===== src/rtl/dmem_arbiter.sv =====
// dmem_arbiter: two-requester arbiter in front of a single-port data memory.
// The core pipeline normally wins; an aux master (loader/debug) is granted when
// the core is idle, when it has been denied MP_STARVE_MAX cycles in a row, or
// for every cycle of a locked burst.
//
// Handshake: a request is a level held on *_req for as long as the requester
// wants the bus. *_gnt is combinational in the same cycle, and an access is
// performed exactly in a cycle where req and gnt are both high. Read data
// returns one cycle later with a single-cycle *_rvalid pulse. There is no
// back-pressure on the read response.
module dmem_arbiter #(
  parameter int MP_DATA_WIDTH = 32,
  parameter int MP_ADDR_WIDTH = 32,
  parameter int MP_STARVE_MAX = 4
) (
  input  logic                     iclk,
  input  logic                     irst,
  // core port
  input  logic                     icore_req,
  input  logic                     icore_wen,
  input  logic [MP_ADDR_WIDTH-1:0] icore_addr,
  input  logic [MP_DATA_WIDTH-1:0] icore_wdata,
  input  logic [1:0]               icore_be,
  output logic                     ocore_gnt,
  output logic                     ocore_stall,
  output logic [MP_DATA_WIDTH-1:0] ocore_rdata,
  output logic                     ocore_rvalid,
  // aux port
  input  logic                     iaux_req,
  input  logic                     iaux_wen,
  input  logic                     iaux_lock,
  input  logic [MP_ADDR_WIDTH-1:0] iaux_addr,
  input  logic [MP_DATA_WIDTH-1:0] iaux_wdata,
  input  logic [1:0]               iaux_be,
  output logic                     oaux_gnt,
  output logic [MP_DATA_WIDTH-1:0] oaux_rdata,
  output logic                     oaux_rvalid,
  // data memory port
  output logic [MP_ADDR_WIDTH-1:0] omem_addr,
  output logic [MP_DATA_WIDTH-1:0] omem_wdata,
  output logic                     omem_wen,
  output logic [1:0]               omem_be,
  input  logic [MP_DATA_WIDTH-1:0] imem_rdata,
  // debug visibility of arbiter state (0 = ARB, 1 = AUX_LOCK)
  output logic                     odbg_state,
  output logic [3:0]               odbg_starve_cnt
);

  typedef enum logic {
    ST_ARB      = 1'b0,
    ST_AUX_LOCK = 1'b1
  } state_t;

  localparam logic [3:0] LP_STARVE_MAX = 4'(MP_STARVE_MAX);

  state_t                   r_state;
  state_t                   w_state_nxt;
  logic [3:0]               r_starve_cnt;
  logic [3:0]               w_starve_nxt;
  logic                     w_lock_hold;
  logic                     w_core_gnt;
  logic                     w_aux_gnt;
  logic [MP_DATA_WIDTH-1:0] r_core_rdata;
  logic                     r_core_rvalid;
  logic [MP_DATA_WIDTH-1:0] r_aux_rdata;
  logic                     r_aux_rvalid;

  // A locked burst continues only while aux keeps both req and lock high;
  // the cycle either drops is arbitrated normally.
  assign w_lock_hold = (r_state == ST_AUX_LOCK) && iaux_req && iaux_lock;

  // Grant decision; all grants are suppressed while reset is asserted.
  always_comb begin
    w_core_gnt = 1'b0;
    w_aux_gnt  = 1'b0;
    if (irst) begin
      if (w_lock_hold) begin
        w_aux_gnt = 1'b1;
      end else if (icore_req && iaux_req) begin
        if (r_starve_cnt == LP_STARVE_MAX) begin
          w_aux_gnt = 1'b1;
        end else begin
          w_core_gnt = 1'b1;
        end
      end else if (icore_req) begin
        w_core_gnt = 1'b1;
      end else if (iaux_req) begin
        w_aux_gnt = 1'b1;
      end
    end
  end

  // Next-state and starvation counter update.
  always_comb begin
    w_state_nxt  = r_state;
    w_starve_nxt = 4'd0;
    case (r_state)
      ST_ARB: begin
        if (w_aux_gnt && iaux_lock) begin
          w_state_nxt = ST_AUX_LOCK;
        end
      end
      ST_AUX_LOCK: begin
        if (!w_lock_hold) begin
          w_state_nxt = ST_ARB;
        end
      end
      default: begin
        w_state_nxt = ST_ARB;
      end
    endcase
    // Count consecutive denied aux cycles; any grant or idle aux clears it.
    if (!w_lock_hold && iaux_req && !w_aux_gnt) begin
      if (r_starve_cnt < LP_STARVE_MAX) begin
        w_starve_nxt = r_starve_cnt + 4'd1;
      end else begin
        w_starve_nxt = r_starve_cnt;
      end
    end
  end

  // Arbiter state registers.
  always_ff @(posedge iclk or negedge irst) begin
    if (!irst) begin
      r_state      <= ST_ARB;
      r_starve_cnt <= 4'd0;
    end else begin
      r_state      <= w_state_nxt;
      r_starve_cnt <= w_starve_nxt;
    end
  end

  // Capture read data for the requester granted a read this cycle.
  always_ff @(posedge iclk or negedge irst) begin
    if (!irst) begin
      r_core_rdata  <= '0;
      r_core_rvalid <= 1'b0;
      r_aux_rdata   <= '0;
      r_aux_rvalid  <= 1'b0;
    end else begin
      r_core_rvalid <= w_core_gnt && !icore_wen;
      r_aux_rvalid  <= w_aux_gnt && !iaux_wen;
      if (w_core_gnt && !icore_wen) begin
        r_core_rdata <= imem_rdata;
      end
      if (w_aux_gnt && !iaux_wen) begin
        r_aux_rdata <= imem_rdata;
      end
    end
  end

  // Memory-side mux: aux fields when aux owns the bus, otherwise core fields.
  always_comb begin
    omem_addr  = icore_addr;
    omem_wdata = icore_wdata;
    omem_be    = icore_be;
    if (w_aux_gnt) begin
      omem_addr  = iaux_addr;
      omem_wdata = iaux_wdata;
      omem_be    = iaux_be;
    end
  end

  assign omem_wen        = (w_core_gnt && icore_wen) || (w_aux_gnt && iaux_wen);
  assign ocore_gnt       = w_core_gnt;
  assign oaux_gnt        = w_aux_gnt;
  assign ocore_stall     = icore_req && !w_core_gnt && irst;
  assign ocore_rdata     = r_core_rdata;
  assign ocore_rvalid    = r_core_rvalid;
  assign oaux_rdata      = r_aux_rdata;
  assign oaux_rvalid     = r_aux_rvalid;
  assign odbg_state      = r_state;
  assign odbg_starve_cnt = r_starve_cnt;

endmodule


===== config.mk =====
export PLATFORM = sky130hd
export DESIGN_NAME = dmem_arbiter
export DESIGN_NICKNAME = d
export VERILOG_FILES = /design/src/rtl/dmem_arbiter.sv
export SDC_FILE = /design/constraint.sdc
export NUM_CORES = 1
export LEC_CHECK = 0
export ABC_AREA = 1
export ABC_CLOCK_PERIOD_IN_PS = 2300
export BUFFER_PORTS_ARGS = -buffer_cell sky130_fd_sc_hd__buf_2
export CAP_MARGIN = 30
export CORE_AREA = 2 2 120 122
export DETAILED_ROUTE_END_ITERATION = 8
export DIE_AREA = 0 0 122 124
export PLACE_DENSITY_LB_ADDON = 0.08
export RECOVER_POWER = 25
export REMOVE_ABC_BUFFERS = 1
export SETUP_SLACK_MARGIN = 0.05
export SLEW_MARGIN = 20
export SYNTH_ARGS = -nofsm -noshare
export SYNTH_HDL_FRONTEND = slang
export SYNTH_SLANG_ARGS = --single-unit

===== constraint.sdc =====
create_clock -name iclk -period 2.3 [get_ports iclk]
set_clock_uncertainty 0.2 [all_clocks]
set_input_delay 0.23 -clock iclk [delete_from_list [all_inputs] [get_ports iclk]]
set_output_delay 0.23 -clock iclk [all_outputs]
set_load 0.005 [all_outputs]

==> flow_summary.toml <==
[worst_hold_path]
holdPathEnd = "odbg_state$_DFF_PN0_"
hold_class = "in2reg"
whs_path_depth = 3
min_from = "iaux_lock"

[clock_network]
path_clk_slew_ns = 0.06
htreeDepth = 3
cts_buffers = 9
clockBufferDepth = 2
cts_root_buf = "clkbuf_16"
cts_tree = "built"
clock_latency_ns = 0.32
cts.sinks = 71

[placed_design]
place_inst = 1008
place.gp.congestion = 0.973
dp_hpwl_um = 12300
io_buffer_count = 311

[logic_synthesis]
syn_area_um2 = 3730
yosysSeqAreaShare_pct = 47.6
synth_area_leaders = "dfrtp_1, nand2_1, nand4_1"
synth.top_cell.area_share_pct = 47.6
netlist_instances = 540
yosysTopAreaCell = "dfrtp_1"
synth-seq-cells = 71
synth_area_per_cell_um2 = 6.91
ys_warn_count = 0
ys_types = 19

[floorplan]
initial_utilization_pct = 27.2
fp.dieArea_um2 = 15100
io_pins = 312
core_area_um2 = 13700
rows = 43
die_w_um = 122
fp.dieH_um = 124

[drt]
detail-route-antenna-nets = 0
wl_um = 18000
wl_per_cell_um = 16.6
via_per_inst = 4.50
num_vias = 4891
route.detailed.drc = 0
drt_first_pass_iters = 4
drt_first_iter_violations = 361

[worst_setup_path]
critPathCaptureType = "output port"
cp-start-kind = "flip-flop"
cpMaxStageDelayCell = "dfrtp_1"
r2r_end = "oaux_rdata[24]$_DFFE_PN0P_"
r2r_setup_slack_ns = 0.23
worstPathRequired_ns = 1.87
crit_fanout = 7
reg2regPathDepth = 13
arrival_ns = 1.87
crit_type = "reg2out"
max_stage_delay_ns = 0.39
crit_chain = "inv_2, ha_4, nand2_2, inv_2, nand2_4, nand2_4, nand2_8, buf_12, clkbuf_16, nand2_1, nand2_2, buf_6"
r2r_start = "odbg_starve_cnt[0]$_DFFE_PN0P_"

[sta]
rsz0062_at_grt = "yes"
finalSetupViolCount = 2
period_needed_ns = 2.30
slew_headroom_pct = 68.1
hold_viol_final = 0
setup_tns_ns = -0.00676
fmax_mhz = 434
setup_ws_ns = -0.00356
fin_crit_sh_pct = 100
drv_slew = 0
tightest_slew_ns = 0.479

[grt]
grt_max_degree = 97
grt_util_met1_pct = 29.2
grt-busiest-layer = "met2"
grt_pass1_wl_um = 25100
grtUsageTotal_pct = 21.9
antenna_found_initial = 3
use_met2_pct = 35.8
gr-usage-met3_pct = 4.95
grt_overflow_total = 0
grt_pass1_vias = 4538

[finish]
drive_above_1_share_pct = 47.4
nNetsFinal = 1074
final_cell_mix = "nand2_1, buf_2, dfrtp_1, nand2_2, dlygate4sd3_1"
final_cells = 1087
final_common_cell = "nand2_1"
syn_to_final_growth_pct = 90.2

[outcome]
outcome = "finished with violations"
violations = "setup timing"

[run]
maxCapViolations = 0

[power]
cellLeakagePower_nw = 4.20
peakVddDrop_v = 0.000355
powerDensity_nw_per_um2 = 604
[critical path: cells and delay by family (launching register included)]
family	cells	cell delay, ns
adder cells (fa/ha/maj)	1	0.13
buffers and inverters	5	0.58
AND/OR/NAND/NOR	6	0.43
flip-flops	1	0.39
[cell type report]
type	instances	area [um^2]
multi-input cells	422	2060
repair buffers	383	2670
well taps	180	225
clock inverters	6	68.8
flip-flops and latches	71	1780
diodes	1	2.50
inverters	14	65.1
clock buffers	10	229
fillers	1393	6620
[logic make-up after synthesis]
kind of cell / synth area share, %
AOI/OAI and AO/OA: 0.738
xor gates and xnor gates: 0.235
adders and majority gates: 0.670
buffers and inverters: 6.30
DFF: 47.6
and+or+nand+nor: 44.5
[stage by stage]
step                      area (um^2)  worst slack (ns)  hold slack [ns]  power, mW  utilization (%)
after detailed placement         5470             0.120           -0.113       2.66             39.9
after CTS                        6440           0.00897           0.0278       4.21             47.0
after floorplan                  3550            -0.372           -0.266       1.98                -
after global routing             7100           -0.0773           0.0927       4.56             51.7
after global placement           5470             0.189           -0.114       2.64             39.9
final                            7100          -0.00356           0.0522       4.29             51.8
[synthesized netlist by cell type]
library cell and instances:
nor2_1 8, dfrtp_1 71, a21boi_0 1, clkinv_1 1, nand2_1 369, o21ai_0 2
xor2_1 1, nand2_4 2, buf_6 5, a21oi_1 2, inv_2 3, clkbuf_1 13
buf_2 14, inv_1 10, ha_1 2, nand3b_2 1, nand3_1 2, buf_4 1
nand4_1 32
[state kept, by name, indices dropped and copies added, names as in the netlist]
signal / cells
ocore_rvalid: 1
oaux_rdata: 32
odbg_starve_cnt: 4
odbg_state: 1
ocore_rdata: 32
oaux_rvalid: 1
[what timing repair did]
action	4_1_cts	5_1_grt
endpoints found under the setup margin	67	97
setup buffers	9	3
endpoints found under the hold margin	136	0
resized for setup	29	113
pin swaps	2	25
hold buffers	34	0
gates cloned	6	10
[how the worst max path moves through the flow]
stage                                   startpoint                         to  slack [ns]  cells after the start
floorplan           odbg_starve_cnt[0]$_DFFE_PN0P_               omem_addr[0]       -0.37                     10
global placement    odbg_starve_cnt[0]$_DFFE_PN0P_  oaux_rdata[2]$_DFFE_PN0P_        0.19                     11
detailed placement  odbg_starve_cnt[0]$_DFFE_PN0P_  oaux_rdata[8]$_DFFE_PN0P_        0.12                     11
CTS                 odbg_starve_cnt[1]$_DFFE_PN0P_               omem_addr[5]       0.009                     13
global route        odbg_starve_cnt[0]$_DFFE_PN0P_                   omem_wen       -0.08                     11
finish              odbg_starve_cnt[0]$_DFFE_PN0P_              omem_wdata[5]      -0.004                     12
[metal layers]
| metal | share of wire [%] | up-vias |
|---|---|---|
| li1 | - | 2397 |
| met1 | 43 | 2251 |
| met2 | 48 | 221 |
| met3 | 8.4 | 18 |
| met4 | 1.2 | 4 |
| met5 | 0.12 | - |
[report_power, final]
group / internal (mW) / switching (mW) / leakage (nW)
logic: 0.649 / 0.648 / 3.16
registers: 1.47 / 0.125 / 0.896
clock network: 0.845 / 0.545 / 0.143
(Power assumes the default switching activity.)
